--- config.mk ---
export PLATFORM = sky130hd
export DESIGN_NAME = pcode_addr_gen_flat
export DESIGN_NICKNAME = d
export VERILOG_FILES = /design/src/rtl/pcode_addr_gen_if.sv /design/src/rtl/pcode_addr_gen.sv /design/src/flat_wrapper.sv
export SDC_FILE = /design/constraint.sdc
export NUM_CORES = 1
export LEC_CHECK = 0
export ABC_AREA = 1
export CAP_MARGIN = 20
export CORE_MARGIN = 1.5
export CORE_UTILIZATION = 50
export CTS_CLUSTER_SIZE = 30
export DETAILED_ROUTE_END_ITERATION = 16
export PLACE_DENSITY = 0.7
export SLEW_MARGIN = 20
export SYNTH_ARGS = -nofsm -noshare
export SYNTH_HDL_FRONTEND = slang
export SYNTH_SLANG_ARGS = --single-unit
--- constraint.sdc ---
create_clock -name clk -period 4.8 [get_ports clk]
set_input_delay 1.2 -clock clk [delete_from_list [all_inputs] [get_ports clk]]
set_output_delay 1.2 -clock clk [all_outputs]
set_load 0.005 [all_outputs]
--- src/rtl/pcode_addr_gen_if.sv ---
// Handshake/bus bundle for the pcode address NCO.
// PCODE_EPOCH_CNT_EN adds the epoch_cnt output.
interface pcode_addr_gen_if #(
  parameter int unsigned ADDR_W = 16,
  parameter int unsigned ACC_W  = 32
);
  logic              en;
  logic [ACC_W-1:0]  fcw;
  logic              fcw_we;
  logic              phase_load;
  logic [ADDR_W-1:0] phase_val;
  logic              slew_req;
  logic [7:0]        slew_chips;
  logic              slew_busy;
  logic [ADDR_W-1:0] pcode_addr;
  logic              chip_stb;
  logic              epoch;
`ifdef PCODE_EPOCH_CNT_EN
  logic [15:0]       epoch_cnt;

  modport master (
    output en, fcw, fcw_we, phase_load, phase_val, slew_req, slew_chips,
    input  slew_busy, pcode_addr, chip_stb, epoch, epoch_cnt
  );
  modport slave (
    input  en, fcw, fcw_we, phase_load, phase_val, slew_req, slew_chips,
    output slew_busy, pcode_addr, chip_stb, epoch, epoch_cnt
  );
`else
  modport master (
    output en, fcw, fcw_we, phase_load, phase_val, slew_req, slew_chips,
    input  slew_busy, pcode_addr, chip_stb, epoch
  );
  modport slave (
    input  en, fcw, fcw_we, phase_load, phase_val, slew_req, slew_chips,
    output slew_busy, pcode_addr, chip_stb, epoch
  );
`endif
endinterface

--- src/rtl/pcode_addr_gen.sv ---
// Code-phase NCO producing the pcode ROM chip address, with phase load and chip slew.
// Optional feature macro: PCODE_EPOCH_CNT_EN (adds epoch_cnt).
module pcode_addr_gen #(
  parameter int unsigned CODE_LEN = 20460,
  parameter int unsigned ADDR_W   = 16,
  parameter int unsigned ACC_W    = 32
) (
  input  logic             clk,
  input  logic             rst,
  pcode_addr_gen_if.slave  bus
);
  typedef enum logic {IDLE, SLEW} state_e;

  localparam int unsigned SUM_W = ADDR_W + 1;
  localparam logic [SUM_W-1:0] CODE_LEN_S = SUM_W'(CODE_LEN);

  state_e            state_q;
  logic [ACC_W-1:0]  rate_q, acc_q, acc_d;
  logic [ADDR_W-1:0] addr_q, addr_d, load_addr;
  logic [7:0]        cnt_q;
  logic              busy_q, chip_stb_q, epoch_q;
  logic              carry, wrap;
  logic [1:0]        step;
  logic [SUM_W-1:0]  addr_sum, addr_wrapped;
`ifdef PCODE_EPOCH_CNT_EN
  logic [15:0]       epoch_cnt_q;
`endif

  // Phase accumulator, address step and wrap detection
  always_comb begin
    {carry, acc_d} = {1'b0, acc_q} + {1'b0, rate_q};
    if (!bus.en) begin
      carry = 1'b0;
      acc_d = acc_q;
    end
    step         = 2'(carry) + ((state_q == SLEW) ? 2'd1 : 2'd0);
    addr_sum     = {1'b0, addr_q} + SUM_W'(step);
    wrap         = (addr_sum >= CODE_LEN_S);
    addr_wrapped = addr_sum - CODE_LEN_S;
    addr_d       = wrap ? addr_wrapped[ADDR_W-1:0] : addr_sum[ADDR_W-1:0];
    load_addr    = ({1'b0, bus.phase_val} >= CODE_LEN_S) ? '0 : bus.phase_val;
  end

  always_ff @(posedge clk or posedge rst) begin
    if (rst) begin
      state_q     <= IDLE;
      rate_q      <= '0;
      acc_q       <= '0;
      addr_q      <= '0;
      cnt_q       <= '0;
      busy_q      <= 1'b0;
      chip_stb_q  <= 1'b0;
      epoch_q     <= 1'b0;
`ifdef PCODE_EPOCH_CNT_EN
      epoch_cnt_q <= '0;
`endif
    end else begin
      if (bus.fcw_we) rate_q <= bus.fcw;
      if (bus.phase_load) begin
        // Absolute load overrides NCO advance and aborts any slew
        addr_q      <= load_addr;
        acc_q       <= '0;
        chip_stb_q  <= 1'b1;
        epoch_q     <= (load_addr == '0);
        state_q     <= IDLE;
        busy_q      <= 1'b0;
        cnt_q       <= '0;
`ifdef PCODE_EPOCH_CNT_EN
        epoch_cnt_q <= '0;
`endif
      end else begin
        acc_q      <= acc_d;
        addr_q     <= addr_d;
        chip_stb_q <= (step != 2'd0);
        epoch_q    <= wrap;
`ifdef PCODE_EPOCH_CNT_EN
        if (wrap) epoch_cnt_q <= epoch_cnt_q + 16'd1;
`endif
        case (state_q)
          IDLE: begin
            if (bus.slew_req && (bus.slew_chips != 8'd0)) begin
              state_q <= SLEW;
              cnt_q   <= bus.slew_chips;
              busy_q  <= 1'b1;
            end
          end
          SLEW: begin
            cnt_q <= cnt_q - 8'd1;
            if (cnt_q == 8'd1) begin
              state_q <= IDLE;
              busy_q  <= 1'b0;
            end
          end
          default: state_q <= IDLE;
        endcase
      end
    end
  end

  assign bus.pcode_addr = addr_q;
  assign bus.chip_stb   = chip_stb_q;
  assign bus.epoch      = epoch_q;
  assign bus.slew_busy  = busy_q;
`ifdef PCODE_EPOCH_CNT_EN
  assign bus.epoch_cnt  = epoch_cnt_q;
`endif
endmodule

--- src/flat_wrapper.sv ---
// flat-port wrapper written by rule: the top's interface ports become plain ports
module pcode_addr_gen_flat 
#(
  parameter int unsigned CODE_LEN = 20460,
  parameter int unsigned ADDR_W   = 16,
  parameter int unsigned ACC_W    = 32
)
  (clk, rst, bus_en, bus_fcw, bus_fcw_we, bus_phase_load, bus_phase_val, bus_slew_req, bus_slew_chips, bus_slew_busy, bus_pcode_addr, bus_chip_stb, bus_epoch);
  pcode_addr_gen_if #(.ADDR_W(ADDR_W), .ACC_W(ACC_W)) bus_i ();
  input  logic clk;
  input  logic rst;
  input wire logic [$bits(bus_i.en)-1:0] bus_en;
  input wire logic [$bits(bus_i.fcw)-1:0] bus_fcw;
  input wire logic [$bits(bus_i.fcw_we)-1:0] bus_fcw_we;
  input wire logic [$bits(bus_i.phase_load)-1:0] bus_phase_load;
  input wire logic [$bits(bus_i.phase_val)-1:0] bus_phase_val;
  input wire logic [$bits(bus_i.slew_req)-1:0] bus_slew_req;
  input wire logic [$bits(bus_i.slew_chips)-1:0] bus_slew_chips;
  output wire logic [$bits(bus_i.slew_busy)-1:0] bus_slew_busy;
  output wire logic [$bits(bus_i.pcode_addr)-1:0] bus_pcode_addr;
  output wire logic [$bits(bus_i.chip_stb)-1:0] bus_chip_stb;
  output wire logic [$bits(bus_i.epoch)-1:0] bus_epoch;
  assign bus_i.en = bus_en;
  assign bus_i.fcw = bus_fcw;
  assign bus_i.fcw_we = bus_fcw_we;
  assign bus_i.phase_load = bus_phase_load;
  assign bus_i.phase_val = bus_phase_val;
  assign bus_i.slew_req = bus_slew_req;
  assign bus_i.slew_chips = bus_slew_chips;
  assign bus_slew_busy = bus_i.slew_busy;
  assign bus_pcode_addr = bus_i.pcode_addr;
  assign bus_chip_stb = bus_i.chip_stb;
  assign bus_epoch = bus_i.epoch;
  pcode_addr_gen #(.CODE_LEN(CODE_LEN), .ADDR_W(ADDR_W), .ACC_W(ACC_W)) u_core (.clk(clk), .rst(rst), .bus(bus_i));
endmodule
==> results.yml, run 1 <==
pwr:
  p_sw_mw: 1.224
  power_frac_seq_pct: 33.6
  ir_drop_mv: 0.2236
  internal_power_mw: 1.827
  pwr-share-comb_pct: 44.6
  netSwitchingFraction_pct: 40.11
  p_clk_share_pct: 21.7
  p_leak_nw: 3.816
  power.density_mw_per_mm2: 374.9
logic_synthesis:
  synth_edf_count: 0
  ys_top_cells_by_area: "dfrtp_1 35%, nand2_1 12%, ha_1 7.3%"
  yosys-top-cells-count: "219 x nand2_1, 100 x inv_1, 92 x dfrtp_1"
  yosysWarnings: 0
  synth_cells: 899
  yosysTopAreaCell: "dfrtp_1"
  async_flop_share_pct: 100.0
  ys_seq_elements: 92
  synth_top_area_share_pct: 34.57
  synth_area_per_cell_um2: 7.407
  synth.yosys.seq_area_share_pct: 34.57
  synthesis.nets: 1002
  ys.flop_type: "dfrtp_1"
  yosysMostFrequentCell: "nand2_1"
  syn_area_mm2: 0.006659
  yosysUniqueCellTypes: 48
grt:
  grt_overflow: 0
  grt_max_degree: 63
  grt.total_usage_pct: 24.81
  grt_pass1_wl_um: 27960
  grt_antenna_before_repair: 0
  grt_pass1_vias: 5758
cts:
  path_clk_slew_ns: 0.06
  cts.sink_count: 92
  worstSkewPairLatency_ns: 0.36
  postCtsHoldBufs: 0
  cts_tree: "done"
  cts_inserted_buffers: 9
  root_buffer: "clkbuf_16"
  cts_buffer_depth: 2
  htree_num_levels: 3
routing:
  ant_nets: 0
  routed_wl_um: 17260
  first_pass_iters: 5
  drc: 0
  wire_per_inst_um: 14.78
  viasPerCell: 5.396
  drtIter0Drc: 493
  vias: 6303
timing:
  fin_setup_tns_ns: 0
  setup_viol: 0
  post-route-period-util_pct: 94.44
  fmax_ghz: 0.2206
  finClkSkew_ns: 0.009674
  relSlewSlack_pct: 44.31
  finalHoldViolCount: 0
  slew_violations: 0
  whs_ns: 0.4868
  tightestPinTransition_ns: 0.8267
  fin_crit_ns: 4.533
die:
  die_w_um: 118.4
  fp.dieH_um: 118.4
  initial_utilization_pct: 51.92
  ios: 81
  floorplan.core_area_mm2: 0.01282
  rows: 41
  design.die.area_mm2: 0.01402
setup_path:
  worstPathMaxFanout: 12
  cp-start-kind: "flop"
  worstPathArrival_ns: 4.77
  crit_required_ns: 5.04
  worst-setup-path-type: "flop to flop"
  cp_slowest_cell: "fa_2"
  cp-end-kind: "flop"
  crit_top_cell: "nand2_1"
  cp_slowest_stage_delay_ns: 0.40
final_layout:
  fillers: 1185
  final_nets: 1094
  regArea_mm2: 0.002302
  fin_util_pct: 63.47
  multi_input_area_mm2: 0.003994
  fin_cells: 1168
  drive_gt1_share_pct: 11.85
  antenna_cells: 0
  syn2layout_area_growth_pct: 22.25
job:
  maxCapViolations: 0
placed_design:
  port_buffers: 80
  dp_cells: 1144
  place.gp.congestion: 0.9385
  dp_hpwl_um: 13030
outcome:
  status: "completed"
min_path:
  hp-class: "flop to flop"
worst max-delay path, delay by kind of cell (launching register included):
kind	cells	cell delay (ns)
buffers and inverters	8	0.76
AOI/OAI and AO/OA	4	0.60
and+or+nand+nor	15	1.36
adders and majority gates	5	1.34
DFF	1	0.35
kinds of logic (layout without fill, tap and decap cells):
logic type,Yosys count,count (layout),share of synthesized area (%)
buffers and inverters,126,222,7.347
muxes,32,32,5.393
AOI/OAI and AO/OA,159,159,13.49
and+or+nand+nor,418,419,27.19
adders and majority gates,41,41,7.929
xor gates and xnor gates,31,31,4.077
DFF,92,92,34.57
routing by layer:
layer / track usage, % / share of wire, %
met1: 37.38 / 49
met2: 35.47 / 41
met3: 5.647 / 8.0
met4: 6.852 / 1.4
met5: 0 / 0
worst paths after layout:
check | slack [ns] | cells after the start | endpoint | startpoint
hold / removal | 0.49 | 2 | u_core.acc_q[31] | u_core.acc_q[31]
setup reg to reg | 0.27 | 32 | u_core.bus.pcode_addr[11] | u_core.rate_q[0]
setup / recovery | 0.27 | 32 | u_core.bus.pcode_addr[11] | u_core.rate_q[0]
max in group asynchronous | 2.74 | 3 | u_core.rate_q[24] | rst
min in group asynchronous | 1.34 | 2 | u_core.rate_q[3] | rst
hold reg to reg | 0.49 | 2 | u_core.acc_q[31] | u_core.acc_q[31]
power groups by stage:
stage	clock, mW	sequential, mW	combinational [mW]
floorplan	0	0.998	0.890
global placement	0	1.03	1.25
detailed placement	0	1.03	1.26
CTS	0.679	1.02	1.27
global route	0.710	1.04	1.51
finish	0.663	1.03	1.36
layout make-up:
class,instances,area share (%)
repair buffers,98,11.59
well taps,172,2.644
clock inverters,4,0.3074
multi-input cells,682,49.06
clock buffers,12,3.028
inverters,107,5.026
flip-flops and latches,92,28.28
repair inverters,1,0.06148
layout by cell type, fill, tap and decap left out, types with 2 or more instances in the layout:
master | Yosys | final
buf_4 | 2 | 16
buf_6 | 1 | 2
dfrtp_1 | 92 | 92
o21ai_1 | 5 | 4
mux2_2 | 31 | 31
ha_4 | 0 | 2
inv_2 | 6 | 8
a21oi_1 | 55 | 53
nand3b_1 | 2 | 2
clkdlybuf4s50_1 | 0 | 80
nand4_1 | 10 | 10
nand2_2 | 12 | 15
clkinv_2 | 0 | 3
nand2_1 | 219 | 216
a21o_1 | 3 | 3
nor2_2 | 4 | 6
nand3_1 | 79 | 77
o211ai_1 | 8 | 8
nor4_1 | 3 | 3
nand3_2 | 2 | 4
nor3_1 | 12 | 12
nor2_1 | 67 | 65
or2_2 | 5 | 5
clkbuf_1 | 15 | 2
ha_1 | 39 | 35
nand2_8 | 0 | 2
clkinvlp_4 | 0 | 2
xor2_1 | 20 | 20
a31oi_1 | 3 | 3
ha_2 | 0 | 2
o22ai_1 | 7 | 7
o31ai_1 | 2 | 2
xnor2_1 | 11 | 10
o21ai_0 | 58 | 58
inv_1 | 100 | 96
clkbuf_16 | 0 | 9
o21bai_1 | 6 | 6
flip-flops by register name, indices dropped and copies added (netlist names):
name,flops
u_core.cnt_q,8
u_core.bus.epoch,1
u_core.acc_q,32
u_core.rate_q,32
u_core.bus.slew_busy,1
u_core.bus.chip_stb,1
u_core.bus.pcode_addr,16
u_core.state_q,1
metrics by stage:
| step | power (mW) | setup slack (ns) | instance area, µm² |
|---|---|---|---|
| final | 3.052 | 0.2670 | 8140 |
| after global routing | 3.263 | -0.04085 | 8140 |
| after detailed placement | 2.289 | 0.02899 | 7682 |
| after floorplan | 1.889 | 0.4591 | 6659 |
| after CTS | 2.967 | 0.03931 | 7954 |
| after global placement | 2.284 | 0.1085 | 7682 |
timing repair:
item,CTS,global route
setup endpoints to repair,0,15
resized for setup,0,28
buffers inserted,0,6
No activity file was read; power rests on OpenSTA's default activity.
==> inputs of run 2 (changes only) <==
--- a/config.mk
+++ b/config.mk
@@ -5,13 +5,14 @@
 export SDC_FILE = /design/constraint.sdc
 export NUM_CORES = 1
 export LEC_CHECK = 0
-export ABC_AREA = 1
+export ABC_CLOCK_PERIOD_IN_PS = 4800
 export CAP_MARGIN = 20
 export CORE_MARGIN = 1.5
 export CORE_UTILIZATION = 50
 export CTS_CLUSTER_SIZE = 30
 export DETAILED_ROUTE_END_ITERATION = 16
 export PLACE_DENSITY = 0.7
+export SKIP_CTS_REPAIR_TIMING = 1
 export SLEW_MARGIN = 20
 export SYNTH_ARGS = -nofsm -noshare
 export SYNTH_HDL_FRONTEND = slang
==> run 2 against run 1 <==
Effect of this change: final cell count shrank 15%; global-route usage shrank 0.12 points; largest cell class unchanged; the flow now finishes with violations (setup timing); register-to-register slack lost 0.53 ns; non-clock buffer count grew 42; highest routed layer unchanged; critical endpoint is now u_core.bus.pcode_addr[3].
==> results.yml, run 2 <==
logic_synthesis:
  synth_top_area_share_pct: 36.17
  synth_mux_area_share_pct: 8.001
  ys.flop_type: "dfrtp_1"
  synthAdderAreaFrac_pct: 8.296
  synthesis.nets: 800
  synth.yosys.seq_area_share_pct: 36.17
  synth_top_family_by_area: "compound AO/OA/AOI/OAI gates"
  yosysUniqueCellTypes: 65
  yosys-top-cells-count: "92 x dfrtp_1, 67 x nor2_1, 62 x nand2_1"
  yosysTopAreaCell: "dfrtp_1"
  synth_area_per_cell_um2: 9.132
  yosysWarnings: 0
  ys_top_cells_by_area: "dfrtp_1 36%, ha_1 7.7%, mux2_2 5.5%"
  synth_cells: 697
  syn_area_mm2: 0.006365
  yosysMostFrequentCell: "dfrtp_1"
  yosys.area_share.simple_pct: 18.66
  async_flop_share_pct: 100.0
  synth_compound_area_share_pct: 19.03
  synth_xor_area_share_pct: 6.467
  synth_edf_count: 0
  ys_seq_elements: 92
setup_path:
  crit_required_ns: 5.01
  cp-start-kind: "flop"
  cp-end-kind: "flop"
  worst-setup-path-type: "flop to flop"
  worstPathArrival_ns: 5.27
  worstPathMaxFanout: 7
pwr:
  p_clk_share_pct: 25.2
  ir_drop_mv: 0.2822
  power.density_mw_per_mm2: 353.1
  power_frac_seq_pct: 34.5
  pwr-share-comb_pct: 40.3
  p_leak_nw: 3.623
  internal_power_mw: 1.909
  p_sw_uw: 995.2
  netSwitchingFraction_pct: 34.27
routing:
  first_pass_iters: 6
  routed_wl_um: 16060
  wire_per_inst_um: 16.11
  drc: 0
  drtIter0Drc: 326
  ant_nets: 0
  vias: 5768
  viasPerCell: 5.785
timing:
  grt_setup_unrepaired: "true"
  tightestPinTransition_ns: 0.6824
  finClkSkew_ns: 0.01013
  setup_viol: 15
  fmax_ghz: 0.1976
  slew_violations: 0
  finalHoldViolCount: 0
  relSlewSlack_pct: 54.34
  post-route-period-util_pct: 105.4
  setup_ws_ns: -0.2609
  fin_crit_ns: 5.061
  whs_ns: 0.4865
cts:
  cts_buffer_depth: 2
  root_buffer: "clkbuf_16"
  htree_num_levels: 3
  cts_inserted_buffers: 9
  cts_tree: "done"
  cts.sink_count: 92
  worstSkewPairLatency_ns: 0.35
  path_clk_slew_ns: 0.06
grt:
  grt_pass1_wl_um: 26180
  grt.total_usage_pct: 24.70
  grt_max_degree: 58
  grt_pass1_vias: 5617
  grt_overflow: 0
  grt_antenna_before_repair: 0
die:
  ios: 81
  floorplan.core_area_mm2: 0.01252
  die_w_um: 115.8
  rows: 41
  fp.dieH_um: 115.8
  initial_utilization_pct: 50.85
  design.die.area_mm2: 0.01342
final_layout:
  fin_area_mm2: 0.008224
  antenna_cells: 0
  layout_commonest_cell: "dfrtp_1"
  final_cell_mix: "92 x dfrtp_1, 79 x clkdlybuf4s50_1, 65 x nor2_1"
  drive_gt1_share_pct: 17.70
  syn2layout_area_growth_pct: 29.21
  final_nets: 923
min_path:
  hp-class: "flop to flop"
job:
  maxCapViolations: 0
placed_design:
  port_buffers: 80
  place_area_mm2: 0.007725
  dp_hpwl_um: 11640
  place.gp.congestion: 0.8732
outcome:
  status: "finished, violations left"
  violations: "setup timing"
-- run 2: cell types whose count changed in the layout (fill, tap and decap cells not counted), moves of 15 or more --
cell	previous run	this run
mux2i_1	1	16
nand2_1	216	61
buf_4	16	58
inv_1	96	23
xnor2_1	10	27
o21ai_0	58	24
nand3_1	77	14
-- run 2: final timing paths --
check | from | endpoint | slack (ns) | cells after the start
worst min register to register | u_core.acc_q[23] | u_core.acc_q[23] | 0.49 | 2
worst max-delay path | u_core.acc_q[0] | u_core.bus.pcode_addr[3] | -0.26 | 23
worst min-delay path | u_core.acc_q[23] | u_core.acc_q[23] | 0.49 | 2
min in group asynchronous | rst | u_core.rate_q[1] | 1.19 | 2
worst max register to register | u_core.acc_q[0] | u_core.bus.pcode_addr[3] | -0.26 | 23
max in group asynchronous | rst | u_core.rate_q[24] | 2.78 | 3
-- run 2: metal layers --
layer  global-route usage (%)  wire [µm]  part of all wire (%)
met1                    30.24       6996                    44
met4                    6.667        265                   1.7
met2                    43.92       8030                    50
met3                    5.492        765                   4.8
met5                        0          0                     0
-- run 2: logic make-up after synthesis --
logic type / after synthesis
mux: 47
xor+xnor: 47
buf+inv: 54
flops: 92
fa+ha+maj: 41
simple gates: 233
compound gates: 183
-- run 2: critical path, cell delays in order, from the launching register on --
cell	delay [ns]
dfrtp_1	0.40
ha_4	0.16
inv_2	0.03
fa_2	0.33
nand2b_4	0.16
a21oi_4	0.14
o21ai_2	0.08
a31oi_2	0.22
o211ai_1	0.16
nand2_1	0.13
nand2_2	0.08
a31o_4	0.23
ha_4	0.27
ha_4	0.12
inv_2	0.03
fa_2	0.36
nand4b_4	0.25
or4_4	0.57
a221oi_4	0.25
o32ai_2	0.14
a41oi_4	0.33
clkbuf_16	0.22
mux2i_1	0.18
o21ai_1	0.07
-- run 2: power by group through the flow --
stage	combinational [mW]	clock [mW]	sequential, mW
after global routing	1.29	0.783	1.02
after CTS	1.13	0.744	0.997
final	1.17	0.733	1.00
after global placement	1.09	0	1.00
after floorplan	0.774	0	0.968
after detailed placement	1.12	0	1.01
-- run 2: stage by stage --
step / instances / setup slack, ns / setup TNS (ns) / util (%) / total power, mW
after floorplan: 697 / 0.02416 / 0 / - / 1.742
after global placement: 975 / -0.1275 / -1.351 / 61.72 / 2.095
after detailed placement: 975 / -0.2360 / -2.729 / 61.72 / 2.133
after CTS: 991 / -0.2780 / -3.284 / 64.09 / 2.872
after global routing: 997 / -0.4468 / -6.077 / 65.70 / 3.095
final: 997 / -0.2609 / -2.878 / 65.70 / 2.904
-- run 2: area by class of cell --
class,instances,area (µm²)
fillers,1058,4293
well taps,172,215.2
repair buffers,140,1276
multi-input cells,551,4034
clock buffers,15,267.8
clock inverters,1,30.03
inverters,26,98.84
flip-flops and latches,92,2302
